[src/rtl/ldpc_pkg.sv]
// Shared definitions for the LDPC stream adapter: default block sizes,
// collector state encoding and the counter-width helper.
package ldpc_pkg;

  localparam int K_DEF = 960;
  localparam int N_DEF = 1200;

  typedef enum logic [1:0] {
    ST_IDLE    = 2'd0,
    ST_COLLECT = 2'd1,
    ST_HOLD    = 2'd2
  } coll_state_e;

  // Width of a counter able to index every bit position of the larger block.
  function automatic int cnt_width(input int k, input int n);
    int m;
    m = (k > n) ? k : n;
    return (m < 2) ? 1 : $clog2(m);
  endfunction

  localparam int CNT_W = cnt_width(K_DEF, N_DEF);

endpackage

[src/rtl/ldpc_stream_adapter_bit_fifo.sv]
// Synchronous 1-bit FIFO with registered full/empty flags. The head entry
// is visible on dout_o the cycle after it was written (no fall-through).
module bit_fifo #(
  parameter int DEPTH = 4
) (
  input  logic clk,
  input  logic rst_n,
  input  logic clr_i,
  input  logic push_i,
  input  logic din_i,
  input  logic pop_i,
  output logic dout_o,
  output logic full_o,
  output logic empty_o
);

  localparam int AW = (DEPTH < 2) ? 1 : $clog2(DEPTH);

  logic          mem_q [DEPTH];
  logic [AW-1:0] wr_ptr_q, wr_ptr_d;
  logic [AW-1:0] rd_ptr_q, rd_ptr_d;
  logic [AW:0]   count_q, count_d;
  logic          push_ok;
  logic          pop_ok;

  // A flush wins over any push; a full FIFO refuses pushes even while popping.
  assign push_ok = push_i & ~full_o & ~clr_i;
  assign pop_ok  = pop_i & ~empty_o & ~clr_i;

  assign full_o  = (count_q == (AW + 1)'(DEPTH));
  assign empty_o = (count_q == '0);
  assign dout_o  = mem_q[rd_ptr_q];

  // Pointer and occupancy next-state.
  always_comb begin
    wr_ptr_d = wr_ptr_q;
    rd_ptr_d = rd_ptr_q;
    count_d  = count_q;
    if (push_ok) wr_ptr_d = wr_ptr_q + AW'(1);
    if (pop_ok)  rd_ptr_d = rd_ptr_q + AW'(1);
    case ({push_ok, pop_ok})
      2'b10:   count_d = count_q + (AW + 1)'(1);
      2'b01:   count_d = count_q - (AW + 1)'(1);
      default: count_d = count_q;
    endcase
    if (clr_i) begin
      wr_ptr_d = '0;
      rd_ptr_d = '0;
      count_d  = '0;
    end
  end

  // Pointer and occupancy registers.
  always_ff @(posedge clk or negedge rst_n) begin
    if (!rst_n) begin
      wr_ptr_q <= '0;
      rd_ptr_q <= '0;
      count_q  <= '0;
    end else begin
      wr_ptr_q <= wr_ptr_d;
      rd_ptr_q <= rd_ptr_d;
      count_q  <= count_d;
    end
  end

  // Storage array; contents need no reset since empty_o guards reads.
  always_ff @(posedge clk) begin
    if (push_ok) mem_q[wr_ptr_q] <= din_i;
  end

endmodule

[src/rtl/ldpc_stream_adapter.sv]
// Streaming adapter around the LDPC encoder: frames the serial input into
// K-bit SOP/EOP packets and collects N-bit coded frames into a
// double-buffered codeword register, flagging framing errors.
module ldpc_stream_adapter
  import ldpc_pkg::*;
#(
  parameter int K          = K_DEF,
  parameter int N          = N_DEF,
  parameter int FIFO_DEPTH = 4
) (
  input  logic         clk,
  input  logic         rst_n,
  input  logic         abort,
  input  logic         bit_in,
  input  logic         bit_in_valid,
  output logic         bit_in_ready,
  output logic         enc_in_data,
  output logic         enc_in_valid,
  output logic         enc_in_sop,
  output logic         enc_in_eop,
  input  logic         enc_in_ready,
  input  logic         enc_out_data,
  input  logic         enc_out_valid,
  input  logic         enc_out_sop,
  input  logic         enc_out_eop,
  output logic         enc_out_ready,
  output logic [N-1:0] cw_data,
  output logic         cw_valid,
  input  logic         cw_ready,
  output logic         err_len,
  output logic         err_sop,
  output logic [15:0]  blk_cnt
);

  localparam int            CW       = cnt_width(K, N);
  localparam logic [CW-1:0] IN_LAST  = CW'(K - 1);
  localparam logic [CW-1:0] OUT_LAST = CW'(N - 1);

  // ---------------- ingress framing ----------------
  logic          fifo_dout, fifo_full, fifo_empty;
  logic          in_xfer;
  logic [CW-1:0] in_cnt_q, in_cnt_d;

  bit_fifo #(.DEPTH(FIFO_DEPTH)) u_fifo (
    .clk     (clk),
    .rst_n   (rst_n),
    .clr_i   (abort),
    .push_i  (bit_in_valid),
    .din_i   (bit_in),
    .pop_i   (in_xfer),
    .dout_o  (fifo_dout),
    .full_o  (fifo_full),
    .empty_o (fifo_empty)
  );

  assign bit_in_ready = ~fifo_full | abort;
  assign enc_in_valid = ~fifo_empty & ~abort;
  assign enc_in_data  = fifo_dout & enc_in_valid;
  assign enc_in_sop   = enc_in_valid & (in_cnt_q == '0);
  assign enc_in_eop   = enc_in_valid & (in_cnt_q == IN_LAST);
  assign in_xfer      = enc_in_valid & enc_in_ready;

  // Position within the K-bit block; advances only on transferred beats.
  always_comb begin
    in_cnt_d = in_cnt_q;
    if (in_xfer) in_cnt_d = (in_cnt_q == IN_LAST) ? '0 : in_cnt_q + CW'(1);
    if (abort)   in_cnt_d = '0;
  end

  // Ingress position register.
  always_ff @(posedge clk or negedge rst_n) begin
    if (!rst_n) in_cnt_q <= '0;
    else        in_cnt_q <= in_cnt_d;
  end

  // ---------------- egress collector ----------------
  coll_state_e   state_q, state_d;
  logic [CW-1:0] out_cnt_q, out_cnt_d;
  logic [N-1:0]  shadow_q, shadow_d;
  logic [N-1:0]  cw_data_q, cw_data_d;
  logic          cw_valid_q, cw_valid_d;
  logic [15:0]   blk_cnt_q, blk_cnt_d;
  logic          err_len_q, err_len_d;
  logic          err_sop_q, err_sop_d;
  logic          out_beat;
  logic          frame_done;

  assign enc_out_ready = (state_q != ST_HOLD) & ~abort;
  assign out_beat      = enc_out_valid & enc_out_ready;

  assign cw_data  = cw_data_q;
  assign cw_valid = cw_valid_q;
  assign blk_cnt  = blk_cnt_q;
  assign err_len  = err_len_q;
  assign err_sop  = err_sop_q;

  // Collector next-state: assemble frames, check framing, hand off to output.
  always_comb begin
    state_d    = state_q;
    out_cnt_d  = out_cnt_q;
    shadow_d   = shadow_q;
    cw_data_d  = cw_data_q;
    cw_valid_d = cw_valid_q & ~cw_ready;
    blk_cnt_d  = blk_cnt_q;
    err_len_d  = 1'b0;
    err_sop_d  = 1'b0;
    frame_done = 1'b0;

    case (state_q)
      ST_IDLE: begin
        if (out_beat) begin
          if (enc_out_sop) begin
            shadow_d[0] = enc_out_data;
            out_cnt_d   = CW'(1);
            state_d     = ST_COLLECT;
          end else begin
            err_sop_d = 1'b1;
          end
        end
      end
      ST_COLLECT: begin
        if (out_beat) begin
          if (enc_out_sop) begin
            // Unexpected SOP restarts the frame with this beat as bit 0.
            err_sop_d   = 1'b1;
            shadow_d[0] = enc_out_data;
            out_cnt_d   = CW'(1);
          end else begin
            shadow_d[out_cnt_q] = enc_out_data;
            if ((out_cnt_q == OUT_LAST) && enc_out_eop) begin
              frame_done = 1'b1;
            end else if (enc_out_eop || (out_cnt_q == OUT_LAST)) begin
              err_len_d = 1'b1;
              out_cnt_d = '0;
              state_d   = ST_IDLE;
            end else begin
              out_cnt_d = out_cnt_q + CW'(1);
            end
          end
        end
      end
      ST_HOLD: begin
        if (cw_ready) begin
          cw_data_d  = shadow_q;
          cw_valid_d = 1'b1;
          blk_cnt_d  = blk_cnt_q + 16'd1;
          state_d    = ST_IDLE;
        end
      end
      default: state_d = ST_IDLE;
    endcase

    // Completed frame goes straight out if the output slot frees this cycle.
    if (frame_done) begin
      out_cnt_d = '0;
      if (!cw_valid_q || cw_ready) begin
        cw_data_d  = shadow_d;
        cw_valid_d = 1'b1;
        blk_cnt_d  = blk_cnt_q + 16'd1;
        state_d    = ST_IDLE;
      end else begin
        state_d = ST_HOLD;
      end
    end

    // Flush overrides everything except the delivered-codeword count.
    if (abort) begin
      state_d    = ST_IDLE;
      out_cnt_d  = '0;
      shadow_d   = '0;
      cw_data_d  = '0;
      cw_valid_d = 1'b0;
      err_len_d  = 1'b0;
      err_sop_d  = 1'b0;
      blk_cnt_d  = blk_cnt_q;
    end
  end

  // Collector and output registers.
  always_ff @(posedge clk or negedge rst_n) begin
    if (!rst_n) begin
      state_q    <= ST_IDLE;
      out_cnt_q  <= '0;
      shadow_q   <= '0;
      cw_data_q  <= '0;
      cw_valid_q <= 1'b0;
      blk_cnt_q  <= '0;
      err_len_q  <= 1'b0;
      err_sop_q  <= 1'b0;
    end else begin
      state_q    <= state_d;
      out_cnt_q  <= out_cnt_d;
      shadow_q   <= shadow_d;
      cw_data_q  <= cw_data_d;
      cw_valid_q <= cw_valid_d;
      blk_cnt_q  <= blk_cnt_d;
      err_len_q  <= err_len_d;
      err_sop_q  <= err_sop_d;
    end
  end

endmodule

[config.mk]
export PLATFORM = sky130hd
export DESIGN_NAME = ldpc_stream_adapter
export DESIGN_NICKNAME = d
export VERILOG_FILES = /design/src/rtl/ldpc_pkg.sv /design/src/rtl/ldpc_stream_adapter_bit_fifo.sv /design/src/rtl/ldpc_stream_adapter.sv
export SDC_FILE = /design/constraint.sdc
export NUM_CORES = 2
export LEC_CHECK = 0
export ABC_CLOCK_PERIOD_IN_PS = 4850
export BUFFER_PORTS_ARGS = -buffer_cell sky130_fd_sc_hd__buf_4
export CAP_MARGIN = 20
export CORE_AREA = 2 2 484 486
export CTS_CLUSTER_SIZE = 30
export DETAILED_ROUTE_END_ITERATION = 8
export DIE_AREA = 0 0 486 488
export GPL_TIMING_DRIVEN = 0
export PLACE_DENSITY_LB_ADDON = 0.12
export REMOVE_ABC_BUFFERS = 1
export SYNTH_ARGS = -nofsm -noshare
export SYNTH_HDL_FRONTEND = slang
export SYNTH_SLANG_ARGS = --single-unit
[constraint.sdc]
create_clock -name clk -period 4.85 [get_ports clk]
set_input_delay 0.2425 -clock clk [delete_from_list [all_inputs] [get_ports clk]]
set_output_delay 0.2425 -clock clk [all_outputs]
set_load 0.01 [all_outputs]
After elaboration in Yosys (flattened, before gate mapping). Memories as Yosys holds them, arrays and structs flattened. Index checks and enable logic that the tools add are counted.

$add $sub $neg: 7. Order comparisons: 2. Equal/unequal tests: 16. Mux-type cells: 72. Bitwise gates (word level): 17. Reductions and logical operators: 15.

Operators by type and width (number): 1200-bit two-way mux (7); 1199-bit two-way mux (2); 1200-bit bitwise mux (1); 11-bit two-way mux (11); 16-bit two-way mux (4); 2-bit two-way mux (14); 4-bit != test, second input constant (7); 1-bit two-way mux (26); 11-bit by 1-bit adder with 11-bit output, second input constant (2); 11-bit case mux with 2 select lines (1); 16-bit by 1-bit adder with 16-bit output, second input constant (1); 1-bit AND (12); 11-bit by 12-bit less-than comparator with 1-bit output, second input constant (1); 1-bit demux with 11-bit select (1); 11-bit by 10-bit equality test with 1-bit output, second input constant (1); 11-bit equality test, second input constant (1); 11-bit by 1-bit greater-or-equal comparator with 1-bit output, second input constant (1); 11-bit zero test (1); 7-bit AND reduction (1); 2-bit case mux with 3 select lines (1); 3-bit case mux with 2 select lines (1); 2-bit nonzero test (3); 5-bit != test, second input constant (1); 5-bit AND reduction (1); 18 further kinds (27).

Flip-flop bits (word level): 2450. RAM bits: 4. Bits of input ports: 11. Output and inout bits: 1225. Logic and storage cells: 142. Memories kept: 1.

Memories: u_fifo.mem_q (depth 4, bits a word 1, rd ports 1, clocked after memory_dff 0, write ports 1, line ldpc_stream_adapter_bit_fifo.sv:19) `logic mem_q [DEPTH];`.

Longest topological paths before layout.
Depth in word-level cells: 11. Gate-level depth with buffers: 14. Gate-level depth less buffers: 9.

Hierarchy. A second synthesis with hierarchy kept.

Cells, all modules: 12821. Area, all modules: 117121.1 µm².

By module, submodules not included: ldpc_stream_adapter (instances 1, cells an instance 12753, area an instance 116422.9 µm², sequential area each 61133.6 µm²); bit_fifo (instances 1, cells an instance 68, area an instance 698.2 µm², sequential area each 295.3 µm²).

Least setup slack after synthesis. No wires, ideal clock.

Path kind: reg2reg. Start point: register out_cnt_q[6]. End point: register cw_data_q[316], in the netlist cw_data[316]. Library setup time: 145 ps. Arrival: 2855 ps. Data required time: 4705 ps. Slack: 1850 ps. Stages on the path, launching flop included: 14. Buffers on the path: 7. Period minus slack after synthesis: 3000 ps. Cells stage by stage: dfrtp_1 buf_2 buf_2 nor2b_1 clkbuf_1 nand2_1 nor2_1 ha_1 clkbuf_1 and3_1 buf_2 clkbuf_1 clkbuf_1 a221oi_1.

Word-level cells in the longest chain between the ends: 11. Elaborated cells between the ends (all ways): 18. Those cells by class: 2 x order compare; 1 x eq/ne; 13 x mux; 2 x reduce/logical.

RTL lines: from (decl) (line ldpc_stream_adapter.sv:78) `logic [CW-1:0] out_cnt_q, out_cnt_d;`; from (signal assigned) (line ldpc_stream_adapter.sv:192) `out_cnt_q <= out_cnt_d;`; 11-bit by 12-bit less-than comparator with 1-bit output (implied by the code) / 11-bit by 1-bit greater-or-equal comparator with 1-bit output (equally long branches) (line ldpc_stream_adapter.sv:129) `shadow_d[out_cnt_q] = enc_out_data;`; 1-bit logical AND (implied by the code) (line ldpc_stream_adapter.sv:129); 1-bit two-way mux (implied by the code) (line ldpc_stream_adapter.sv:129); 1-bit demux with 11-bit select (line ldpc_stream_adapter.sv:129); 1200-bit bitwise mux (line ldpc_stream_adapter.sv:129); 1199-bit two-way mux (line ldpc_stream_adapter.sv:123) `if (enc_out_sop) begin`; 1200-bit two-way mux (line ldpc_stream_adapter.sv:122) `if (out_beat) begin`; 1199-bit two-way mux (line ldpc_stream_adapter.sv:109) `case (state_q)`; 1200-bit two-way mux (line ldpc_stream_adapter.sv:156) `if (!cw_valid_q || cw_ready) begin`; 1200-bit two-way mux * (line ldpc_stream_adapter.sv:154) `if (frame_done) begin`; 1200-bit two-way mux * (line ldpc_stream_adapter.sv:167) `if (abort) begin`; net cw_data_d[316] (line ldpc_stream_adapter.sv:80) `logic [N-1:0] cw_data_q, cw_data_d;`; to (signal assigned) (line ldpc_stream_adapter.sv:194) `cw_data_q <= cw_data_d;`; to (decl) (line ldpc_stream_adapter.sv:80).

Mark *: on every way through the listed nets, which the timed path passes. The rest lies on a longest branch. A chain may end at the register's enable or synchronous reset.

Worst setup path after layout.
Start point: input port abort. End point: register cw_data_q[795], in the netlist cw_data[795].

Word-level cells in the longest chain between the ends: 8. Elaborated cells between the ends (all ways): 10. Those cells by class: 7 x mux; 3 x bitwise.

RTL lines: from (decl) (line ldpc_stream_adapter.sv:13) `input logic abort,`; 1-bit inverter (line ldpc_stream_adapter.sv:88) `assign enc_out_ready = (state_q != ST_HOLD) & ~abort;`; 1-bit AND (line ldpc_stream_adapter.sv:88); 1-bit AND (line ldpc_stream_adapter.sv:89) `assign out_beat = enc_out_valid & enc_out_ready;`; 1200-bit two-way mux (line ldpc_stream_adapter.sv:122); 1199-bit two-way mux (line ldpc_stream_adapter.sv:109); 1200-bit two-way mux (line ldpc_stream_adapter.sv:156); 1200-bit two-way mux (line ldpc_stream_adapter.sv:154); 1200-bit two-way mux * (line ldpc_stream_adapter.sv:167); net cw_data_d[795] (line ldpc_stream_adapter.sv:80).

Marks and branches as above.

==> flow_metrics.env <==
export IMPL_avgRoutedWirePerCell_um=32.2
export IMPL_synth_top_cell_area_share_pct=54.3
export IMPL_capturing_element_type_of_the_critical_path="flop"
export IMPL_worst_hold_slack_ns=-0.0256
export IMPL_overflow=0
export IMPL_drv_max_cap_violation_count=0
export IMPL_die_area_um2=237000
export IMPL_final_period_demand_of_the_worst_path_ns=4.76
export IMPL_path_common_cell="sky130_fd_sc_hd__buf_16"
export IMPL_finalHoldViolCount=2
export IMPL_actual_slew_at_the_worst_max_slew_pin_ns=1.35
export IMPL_cts_buffer_depth=4
export IMPL_power_per_cell_area_nw_per_um2=317
export IMPL_synthArstFlopShare_pct=99.8
export IMPL_wirelength_um=507000
export IMPL_vias=104000
export IMPL_die_width_um=486
export IMPL_port_buffers=1235
export IMPL_rsz0062_at_grt="false"
export IMPL_multi_input_comb_area_um2=47100
export IMPL_drt_pre_antenna_iters=9
export IMPL_finalSetupViolCount=0
export IMPL_grt_util_all_layers_pct=41.4
export IMPL_timing_critical_path_cells="buf_16 -> buf_16 -> buf_16 -> buf_16 -> nand4bb_4 -> nor2_4 -> nand3_4 -> buf_16 -> nand2b_4 -> buf_12 -> buf_16 -> o22ai_1"
export IMPL_failing_checks="DRC, hold timing"
export IMPL_peakVddDrop_v=0.000243
export IMPL_cts_num_sinks=2454
export IMPL_max_freq_ghz=0.210
export IMPL_synth_most_common_cell="sky130_fd_sc_hd__dfrtp_1"
export IMPL_worst_setup_path_start_kind="input pin"
export IMPL_dp_final_hpwl_um=332000
export IMPL_synth_cell_type_count=83
export IMPL_io_pin_count=1236
export IMPL_cpLargestDelayFamily="simple AND/OR/NAND/NOR gates"
export IMPL_initial_antenna_violation_count=25
export IMPL_synth_warnings=0
export IMPL_drive_above_1_share_pct=18.7
export IMPL_critical_path_buf_inv_count=7
export IMPL_netlist_top_cells_area="sky130_fd_sc_hd__dfrtp_1 54%, sky130_fd_sc_hd__nand2_1 7.6%, sky130_fd_sc_hd__a221oi_1 4.3%"
export IMPL_initial_utilization_pct=48.7
export IMPL_grt_max_degree=235
export IMPL_seq_area_um2=61500
export IMPL_synth_edf_count=4
export IMPL_placement_rows=177
export IMPL_height_of_the_die_um=488
export IMPL_synth_flop_cell="sky130_fd_sc_hd__dfrtp_1"
export IMPL_clk_latency_ns=0.96
export IMPL_via_count_of_the_first_global_routing_pass=98800
export IMPL_maxSlewViolCount=0
export IMPL_max_slew_margin_rel_pct=9.54
export IMPL_power_leakage_nw=58.5
export IMPL_cts_made_buffers=288
export IMPL_synth_yosys_seq_area_share_pct=54.4
export IMPL_grt_pass1_wl_um=717000
export IMPL_timing_setup_critical_path_class="in -> reg"
export IMPL_required_ns=5.65
export IMPL_yosys_register_bits=2454
export IMPL_cts_max_level=5
export IMPL_gp_congestion=0.881
export IMPL_post_synth_cell_area_avg_um2=9.52
export IMPL_cts_root_buffer_cell="sky130_fd_sc_hd__clkbuf_16"
export IMPL_drt_iter0_drc=14300
export IMPL_path_clk_slew_ns=0.06
export IMPL_finalWorstSetupSlack_ns=0.0893
export IMPL_critical_path_max_fanout=194
export IMPL_clock_skew_final_ns=0.0674
export IMPL_finalCritPeriodShare_pct=98.2
export IMPL_cp_slowest_stage_delay_ns=0.90
export IMPL_final_fill_count=19700
export IMPL_crit_arrival_ns=5.56
export IMPL_tritoncts="built"
export IMPL_run_status="complete, but fails checks"
export IMPL_viasPerCell=6.60
export IMPL_synth_largest_area_cell="sky130_fd_sc_hd__dfrtp_1"
export IMPL_synth_cell_area_um2=113000
export IMPL_detailedPlace_worstSlack_ns=-1.68
export IMPL_area_growth_syn_to_layout_pct=21.6
export IMPL_post_dp_cell_area_um2=127000
export IMPL_syn_instance_count=11900
export IMPL_coreArea_um2=232000
export IMPL_fin_area_um2=137000
export IMPL_detail_route_drc_violations=2
export IMPL_crit_slowest_cell="sky130_fd_sc_hd__nand4bb_4"
export IMPL_worst_hold_path_type="in -> reg"
export IMPL_drt_antenna_violating_nets=0
export IMPL_post_synth_most_frequent_cells="2450 x sky130_fd_sc_hd__dfrtp_1, 2298 x sky130_fd_sc_hd__nand2_1, 1274 x sky130_fd_sc_hd__nor2_1"
export IMPL_design_final_nets=12500
-- routing by layer --
metal / wire length, um / GRT usage (%)
met5: 0 / 0.408
met4: 38700 / 27.6
met3: 64300 / 15.7
met2: 215000 / 58.1
met1: 190000 / 52.9
-- flip-flops by register name, indices dropped and copies added, names as in the netlist --
| register | cells |
|---|---|
| blk_cnt | 16 |
| cw_data | 1200 |
| cw_valid | 1 |
| err_len | 1 |
| err_sop | 1 |
| in_cnt_q | 11 |
| out_cnt_q | 11 |
| shadow_q | 1200 |
| state_q | 2 |
| u_fifo.count_q | 3 |
| u_fifo.mem_q | 4 |
| u_fifo.rd_ptr_q | 2 |
| u_fifo.wr_ptr_q | 2 |
-- worst register-to-register path, delay by kind of cell (launching register included) --
kind	cells	cell delay (ns)
AO/OA/AOI/OAI	1	0.27
adder cells (fa/ha/maj)	1	0.37
buffers and inverters	3	1.14
flip-flops	1	0.64
AND/OR/NAND/NOR	5	2.22
-- cells in the final DEF (no fill, tap or decap), types with 19 or more instances in the layout --
cell                        netlist  final
sky130_fd_sc_hd__clkbuf_1       790     67
sky130_fd_sc_hd__buf_16           0    138
sky130_fd_sc_hd__a21oi_1        870    870
sky130_fd_sc_hd__nand3_1        130    121
sky130_fd_sc_hd__buf_6           10     21
sky130_fd_sc_hd__nor2_4           7     57
sky130_fd_sc_hd__nand4_1         28     28
sky130_fd_sc_hd__buf_4           29   1236
sky130_fd_sc_hd__a221oi_1       560    560
sky130_fd_sc_hd__nand2_1       2298   2296
sky130_fd_sc_hd__nor2b_1        223    221
sky130_fd_sc_hd__o21ai_1         26     26
sky130_fd_sc_hd__o21ai_0        454    454
sky130_fd_sc_hd__clkbuf_16        0    295
sky130_fd_sc_hd__o22ai_1        238    238
sky130_fd_sc_hd__nor3_1          81     79
sky130_fd_sc_hd__nor2_1        1274   1234
sky130_fd_sc_hd__mux2i_1        464    464
sky130_fd_sc_hd__clkinv_2         0     43
sky130_fd_sc_hd__clkbuf_8         0     65
sky130_fd_sc_hd__a31o_2         232    232
sky130_fd_sc_hd__a22oi_1        547    547
sky130_fd_sc_hd__a31oi_1        256    256
sky130_fd_sc_hd__buf_8            0     27
sky130_fd_sc_hd__a221oi_2        33     33
sky130_fd_sc_hd__dfrtp_1       2450   2441
sky130_fd_sc_hd__buf_12           0     82
sky130_fd_sc_hd__inv_1           19     19
sky130_fd_sc_hd__o21a_1         231    231
-- report_power, final --
part	switching, W	internal [W]	leakage [nW]
Sequential	0.0000354	0.0205	34.3
Clock	0.00890	0.0127	4.55
Combinational	0.00109	0.000251	19.7
Total	0.0100	0.0335	58.5
-- layout make-up --
type,count,area share [%]
antenna,18,0.0328
clock buffer,427,6.21
clock inverter,63,0.474
inverter,19,0.0520
multi-input combinational,8232,34.3
sequential,2454,44.8
tap,3043,2.77
timing repair buffer,1522,11.3
-- cells by family (layout without fill, tap and decap cells) --
family / after synthesis / count (layout) / share of synthesized area, %
other cells: 0 / 18 / 0
buf+inv: 1180 / 2031 / 4.41
compound gates: 3475 / 3475 / 20.7
xor+xnor: 23 / 23 / 0.178
mux: 465 / 465 / 4.13
flops: 2454 / 2454 / 54.4
simple gates: 4251 / 4255 / 16.0
fa+ha+maj: 14 / 14 / 0.162
-- timing repair --
item                       in CTS  in global routing
hold buffers                   23                  0
gates resized for setup        12                  4
pin swaps                       2                  0
setup buffers                   2                  0
hold endpoints to repair      661                  0
setup endpoints to repair     752                198
cloned                          4                  1
-- through the flow --
step / std cells / TNS (ns) / total power (W) / util (%)
after floorplan: 10700 / - / 0.0212 / -
after global placement: 15000 / - / 0.0221 / 52.2
after detailed placement: 15200 / -1269.07 / 0.0222 / 55.0
after CTS: 15800 / 0 / 0.0436 / 59.1
after global routing: 15800 / 0 / 0.0446 / 59.2
final: 15800 / 0 / 0.0435 / 59.2
-- worst paths after layout --
check                            endpoint  slack (ns)         start  cells after the start
max                          cw_data[795]        0.09         abort                     12
min                        shadow_q[1044]       -0.03         abort                      3
max reg2reg                  cw_data[795]        0.10  out_cnt_q[7]                     10
min reg2reg                   blk_cnt[15]        0.49   blk_cnt[15]                      1
max in group asynchronous    cw_data[532]        1.86         rst_n                      6
min in group asynchronous    shadow_q[30]        0.02         rst_n                      3
No activity file was read; power rests on OpenSTA's default activity.
